==> src/rtl/stopwatch_core.sv <==
// BCD stopwatch core: counts 0:00.00 .. 1:59.99 in 10 ms ticks with a run/pause/clear FSM
// and a timed full-scale alarm. All outputs come straight from registers.
module stopwatch_core #(
    parameter int unsigned ALARM_TICKS = 300
) (
    input  logic       clk,
    input  logic       reset_n,
    input  logic       tick_en,
    input  logic       start_stop_in,
    input  logic       clear_in,
    output logic [3:0] ms_bcd_tens_out,
    output logic [3:0] ms_bcd_ones_out,
    output logic [3:0] sec_bcd_tens_out,
    output logic [3:0] sec_bcd_ones_out,
    output logic       min_out,
    output logic       alarm_active_out,
    output logic       running_out,
    output logic [2:0] state_out
);

    typedef enum logic [2:0] {
        ST_IDLE  = 3'd0,
        ST_RUN   = 3'd1,
        ST_PAUSE = 3'd2,
        ST_ALARM = 3'd3,
        ST_DONE  = 3'd4
    } state_t;

    localparam logic [9:0] ALARM_LAST = 10'(ALARM_TICKS - 32'd1);

    // Advance one BCD digit; any value at or above top rolls to zero so a digit can never stick out of range.
    function automatic logic [4:0] bcd_step(input logic [3:0] digit, input logic [3:0] top, input logic cin);
        logic [4:0] res;
        if (!cin) begin
            res = {1'b0, digit};
        end else if (digit >= top) begin
            res = {1'b1, 4'd0};
        end else begin
            res = {1'b0, digit + 4'd1};
        end
        return res;
    endfunction

    state_t     state_r, state_s;
    logic [3:0] ms_ones_r, ms_tens_r, sec_ones_r, sec_tens_r;
    logic [3:0] ms_ones_s, ms_tens_s, sec_ones_s, sec_tens_s;
    logic       min_r, min_s;
    logic [9:0] acnt_r, acnt_s;
    logic       alarm_r, alarm_s;
    logic       running_r, running_s;

    logic [3:0] ms_ones_inc_s, ms_tens_inc_s, sec_ones_inc_s, sec_tens_inc_s;
    logic       c0_s, c1_s, c2_s, c3_s;
    logic       min_inc_s;
    logic       full_next_s;

    // Incremented count as if a tick were applied now, plus detection of landing on full scale.
    always_comb begin
        {c0_s, ms_ones_inc_s}  = bcd_step(ms_ones_r,  4'd9, 1'b1);
        {c1_s, ms_tens_inc_s}  = bcd_step(ms_tens_r,  4'd9, c0_s);
        {c2_s, sec_ones_inc_s} = bcd_step(sec_ones_r, 4'd9, c1_s);
        {c3_s, sec_tens_inc_s} = bcd_step(sec_tens_r, 4'd5, c2_s);
        min_inc_s   = min_r | c3_s;
        full_next_s = min_inc_s && (sec_tens_inc_s == 4'd5) && (sec_ones_inc_s == 4'd9)
                      && (ms_tens_inc_s == 4'd9) && (ms_ones_inc_s == 4'd9);
    end

    // Next state, next count and next alarm counter in transition priority order.
    always_comb begin
        state_s    = state_r;
        ms_ones_s  = ms_ones_r;
        ms_tens_s  = ms_tens_r;
        sec_ones_s = sec_ones_r;
        sec_tens_s = sec_tens_r;
        min_s      = min_r;
        acnt_s     = acnt_r;
        if (clear_in) begin
            state_s    = ST_IDLE;
            ms_ones_s  = 4'd0;
            ms_tens_s  = 4'd0;
            sec_ones_s = 4'd0;
            sec_tens_s = 4'd0;
            min_s      = 1'b0;
            acnt_s     = 10'd0;
        end else begin
            case (state_r)
                ST_IDLE: begin
                    if (start_stop_in) begin
                        state_s = ST_RUN;
                    end else begin
                        state_s = ST_IDLE;
                    end
                end
                ST_RUN: begin
                    if (tick_en) begin
                        ms_ones_s  = ms_ones_inc_s;
                        ms_tens_s  = ms_tens_inc_s;
                        sec_ones_s = sec_ones_inc_s;
                        sec_tens_s = sec_tens_inc_s;
                        min_s      = min_inc_s;
                    end else begin
                        min_s      = min_r;
                    end
                    // Reaching full scale wins over a simultaneous pause request.
                    if (tick_en && full_next_s) begin
                        state_s = ST_ALARM;
                        acnt_s  = 10'd0;
                    end else if (start_stop_in) begin
                        state_s = ST_PAUSE;
                    end else begin
                        state_s = ST_RUN;
                    end
                end
                ST_PAUSE: begin
                    if (start_stop_in) begin
                        state_s = ST_RUN;
                    end else begin
                        state_s = ST_PAUSE;
                    end
                end
                ST_ALARM: begin
                    if (tick_en && (acnt_r >= ALARM_LAST)) begin
                        state_s = ST_DONE;
                    end else if (tick_en) begin
                        acnt_s  = acnt_r + 10'd1;
                    end else begin
                        state_s = ST_ALARM;
                    end
                end
                ST_DONE: begin
                    state_s = ST_DONE;
                end
                default: begin
                    state_s    = ST_IDLE;
                    ms_ones_s  = 4'd0;
                    ms_tens_s  = 4'd0;
                    sec_ones_s = 4'd0;
                    sec_tens_s = 4'd0;
                    min_s      = 1'b0;
                    acnt_s     = 10'd0;
                end
            endcase
        end
        running_s = (state_s == ST_RUN);
        alarm_s   = (state_s == ST_ALARM);
    end

    // State, count and status flag registers.
    always_ff @(posedge clk or negedge reset_n) begin
        if (!reset_n) begin
            state_r    <= ST_IDLE;
            ms_ones_r  <= 4'd0;
            ms_tens_r  <= 4'd0;
            sec_ones_r <= 4'd0;
            sec_tens_r <= 4'd0;
            min_r      <= 1'b0;
            acnt_r     <= 10'd0;
            alarm_r    <= 1'b0;
            running_r  <= 1'b0;
        end else begin
            state_r    <= state_s;
            ms_ones_r  <= ms_ones_s;
            ms_tens_r  <= ms_tens_s;
            sec_ones_r <= sec_ones_s;
            sec_tens_r <= sec_tens_s;
            min_r      <= min_s;
            acnt_r     <= acnt_s;
            alarm_r    <= alarm_s;
            running_r  <= running_s;
        end
    end

    assign ms_bcd_ones_out  = ms_ones_r;
    assign ms_bcd_tens_out  = ms_tens_r;
    assign sec_bcd_ones_out = sec_ones_r;
    assign sec_bcd_tens_out = sec_tens_r;
    assign min_out          = min_r;
    assign alarm_active_out = alarm_r;
    assign running_out      = running_r;
    assign state_out        = state_r;

endmodule

==> config.mk <==
export PLATFORM = sky130hd
export DESIGN_NAME = stopwatch_core
export DESIGN_NICKNAME = d
export VERILOG_FILES = /design/src/rtl/stopwatch_core.sv
export SDC_FILE = /design/constraint.sdc
export NUM_CORES = 1
export LEC_CHECK = 0
export CORE_MARGIN = 3
export CORE_UTILIZATION = 50
export CTS_CLUSTER_DIAMETER = 50
export DETAILED_ROUTE_END_ITERATION = 8
export PLACE_DENSITY = 0.77
export SLEW_MARGIN = 10
export SYNTH_ARGS = -nofsm -noshare
export SYNTH_HDL_FRONTEND = slang
export SYNTH_SLANG_ARGS = --single-unit
export TNS_END_PERCENT = 5
==> constraint.sdc <==
create_clock -name clk -period 2.37 [get_ports clk]
set_input_delay 0.474 -clock clk [delete_from_list [all_inputs] [get_ports clk]]
set_output_delay 0.474 -clock clk [all_outputs]
set_load 0.02 [all_outputs]
==> results.md <==
- CP required: around 2500 ps
- Placed Instances: 331
- Worst path max stage delay: between 400 and 500 ps
- Congestion Overflow GR: 0
- Reg clk slew, reported paths: 70 ps
- ANT nets after route: 0
- CP arrival: 2440 ps
- Peak VDD IR: 0.322 mV
- Final hold violation count: 0
- Peak Freq: 438 MHz
- Gr usage total: 0.221
- Crit Path Class: register to register
- Number of vias per cell: 5.99
- Top post-synthesis cells by area: dfrtp_1 (36%), ha_1 (7.4%), o41ai_2 (5.9%), nand2_1 (4.4%), o21ai_0 (4.1%)
- CTS root buffer: clkbuf_8
- Worst hold path depth: 2
- Post-Synthesis Cells: ~240
- Endpoint type of the worst setup path: register
- Register area: between 800 and 900 sq um
- Pins Over Slew Limit: 0
- Setup TNS: 0 ps
- Hold Crit Class: register to register
- Initial Utilization: 0.536
- Max-cap check violation count: 0
- Layout cells sized above 1: 0.207
- Top cell family by delay on the critical path: simple AND/OR/NAND/NOR gates
- Yosys reg bits: 32
- WL final: around 5.6 mm
- Fin cells: 340
- DIE AREA: 5240 sq um
- Area occupied by multi-input gates: 1310 sq um
- Core area: 4120 sq um
- Final Net Count: 308
- Die Wd: 72.4 um
- Worst Max-Slew Pin Slew: 418 ps
- Post-synth EDFFs: 0
- Setup WS pre-CTS: -5.87 ps
- Slew margin rel.: 0.721
- WL/cell: 16.4 um
- Pwr per Cell Area: 424 nW/um^2
- Largest net degree at the start of global routing: 33
- Global-route wire length before repair: 9.04 mm
- Antenna violations before repair: 0
- Max Root-Sink Buffers: 2
- Worst min-delay path endpoint: acnt_r[8]$_DFFE_PN0P_
- Number of global-route vias before repair: 1,897
- Yosys cell types: 60
- Post-layout min period: 2280 ps
- Syn-to-layout area delta: 26.8%
- RSZ-0062 raised after global routing: true
- FF-to-FF End: acnt_r[5]$_DFFE_PN0P_
- Final hold slack: about 550 ps
- CP max stage cell: or4_1
- Initial drt markers: approximately 120
- Avg Inst Size Synth: between 9 and 10 sq um
- CP Max Fanout: 5
- Status: complete, no violations
- Worst R2R Setup Slack: 90 ps
- Drt drc: 0
- Buffers on Ports: 26
- H-tree depth: 2
- CP Cell Sequence: inv_1 -> ha_1 -> or4_1 -> nor4_2 -> nand4b_2 -> nor2_4 -> buf_4 -> o41ai_2
- Sum of buffers and inverters on the critical path: 2
- Rows: 23
- Sequential fraction of the synthesis area: 0.363
- Path depth of the worst reg2reg path: 8
- Syn. warnings: 0
- DIE HEIGHT: between 70 and 80 um
- Syn_nets: 257
- R2r startpoint: ms_bcd_ones_out[1]$_DFFE_PN0P_
- Post-DP HPWL: 4.06 mm
- Lkg Pwr: 0.00125 uW
- Yosys top cell area share: 0.363
- Post-synth ARST share: 1.00
- Final setup fails: 0
- Min setup slack post-route: about 86 ps
- Top FF cell, synth: dfrtp_1
- Clk_lat worst skew: 290 ps
- Hold Crit Start: acnt_r[8]$_DFFE_PN0P_
- Vias: 2,035
- Ports: 27
- GPL Wtd Cong: 0.849
- CTS tree: built
- Period utilization: 0.964
- Fill cell count: approximately 330
- Total CTS buffers: 5
- Max Clock Skew: 3.79 ps
- Clk sinks: 32
- Drt first pass iters: 5
- Ant. Diodes: 0
- CP Launch Type: register
- Syn Std Cell Area: around 2200 sq um
- Yosys top cell by area: dfrtp_1
## worst max path at each step
stage                     depth (start not counted)                            from  slack, ps                     end
final                                             8  ms_bcd_ones_out[1]$_DFFE_PN0P_         90   acnt_r[5]$_DFFE_PN0P_
after global routing                              9  ms_bcd_ones_out[1]$_DFFE_PN0P_        -20  state_out[0]$_DFF_PN0_
after CTS                                         7  ms_bcd_ones_out[0]$_DFFE_PN0P_         20   acnt_r[8]$_DFFE_PN0P_
after detailed placement                          8  ms_bcd_ones_out[0]$_DFFE_PN0P_         -6   acnt_r[5]$_DFFE_PN0P_
after global placement                            8                         tick_en         70   acnt_r[1]$_DFFE_PN0P_
after floorplan                                   8  ms_bcd_tens_out[1]$_DFFE_PN0P_         70  state_out[0]$_DFF_PN0_
## cell type report
| type | count | area share |
|---|---|---|
| flip-flops and latches | 32 | 0.287 |
| well taps | 50 | 0.0224 |
| clock buffers | 7 | 0.0345 |
| repair buffers | 50 | 0.158 |
| inverters | 22 | 0.0295 |
| multi-input cells | 179 | 0.469 |
## synthesized netlist by cell type (all sizes together) (3+ instances only)
cell     n
a211oi   3
a21o     3
a21oi   11
a22oi    4
a31oi    3
and3     3
buf      3
clkbuf   3
dfrtp   32
ha      13
inv     22
nand2   26
nand3    6
nand4    4
nor2    23
nor3     4
nor4     3
o21a     3
o21ai   19
o21bai   3
o41ai    9
or3b     4
## timing repair
item / 4_1_cts / 5_1_grt
hold buffers: 0 / 0
setup buffers: 2 / 0
resized for setup: 1 / 4
gates cloned: 0 / 0
pin swaps: 0 / 5
setup endpoints to repair: 5 / 13
## layer usage
| layer | routed length [um] | vias to the layer above | global-route usage |
|---|---|---|---|
| met2 | 2570 | 75 | 0.326 |
| met1 | 2520 | 974 | 0.314 |
| met4 | 56 | 0 | 0.0615 |
| met3 | 412 | 10 | 0.0679 |
| li1 | - | 976 | - |
| met5 | 0 | - | 0 |
## worst min-delay path, cell delays in order, from the launching register on
cell      delay (ps)
dfrtp_1          350
o311ai_1         110
nand2_1           70
## state kept, by name, summed over array words and instances, names as in the netlist
register,flops
acnt_r,10
ms_bcd_ones_out,4
ms_bcd_tens_out,4
sec_bcd_ones_out,4
sec_bcd_tens_out,4
state_out,3
alarm_active_out,1
min_out,1
running_out,1
## stage by stage
stage                     power, uW  utilization  cell area (sq um)
after floorplan                 651            -               2200
after global placement          723        0.646               2660
after detailed placement        725        0.646               2660
after CTS                      1190        0.675               2780
after global routing           1230        0.679               2800
final                          1180        0.679               2800
## power by group
group / switching [uW] / total, uW / leakage, uW / internal (uW)
Combinational: 95.5 / 161 / 0.000758 / 65.6
Sequential: 8.12 / 560 / 0.000443 / 552
Clock: 204 / 463 / 0.0000503 / 259
Total: 308 / 1180 / 0.00125 / 876
## logic make-up after synthesis
| logic type | synth area share |
|---|---|
| and+or+nand+nor | 0.219 |
| AOI/OAI and AO/OA | 0.278 |
| DFF | 0.363 |
| buffers and inverters | 0.0522 |
| adders and majority gates | 0.0738 |
| muxes | 0.00965 |
| xor gates and xnor gates | 0.00397 |
## cells in the final DEF (no fill, tap or decap), drive strengths merged, types with 2 or more instances in the layout
master         netlist  layout
inv                 22      22
a21oi               11      11
o21a                 3       3
nor2                23      23
buf                  3      24
o311a                2       2
nand2               26      26
nand4                4       4
clkbuf               3       7
o22ai                2       2
nor4b                2       2
o31a                 2       2
ha                  13      13
a31oi                3       3
or3b                 4       4
or3                  2       2
nor3                 4       4
or4                  2       2
a21o                 3       3
o31ai                2       2
o21ai               19      19
nor4                 3       3
and3                 3       3
o21bai               3       3
nand2b               2       2
o41ai                9       9
a32o                 2       2
nand3                6       6
clkdlybuf4s50        0      26
a211oi               3       3
a22oi                4       4
dfrtp               32      32
Power figures use the tool's default switching activity.
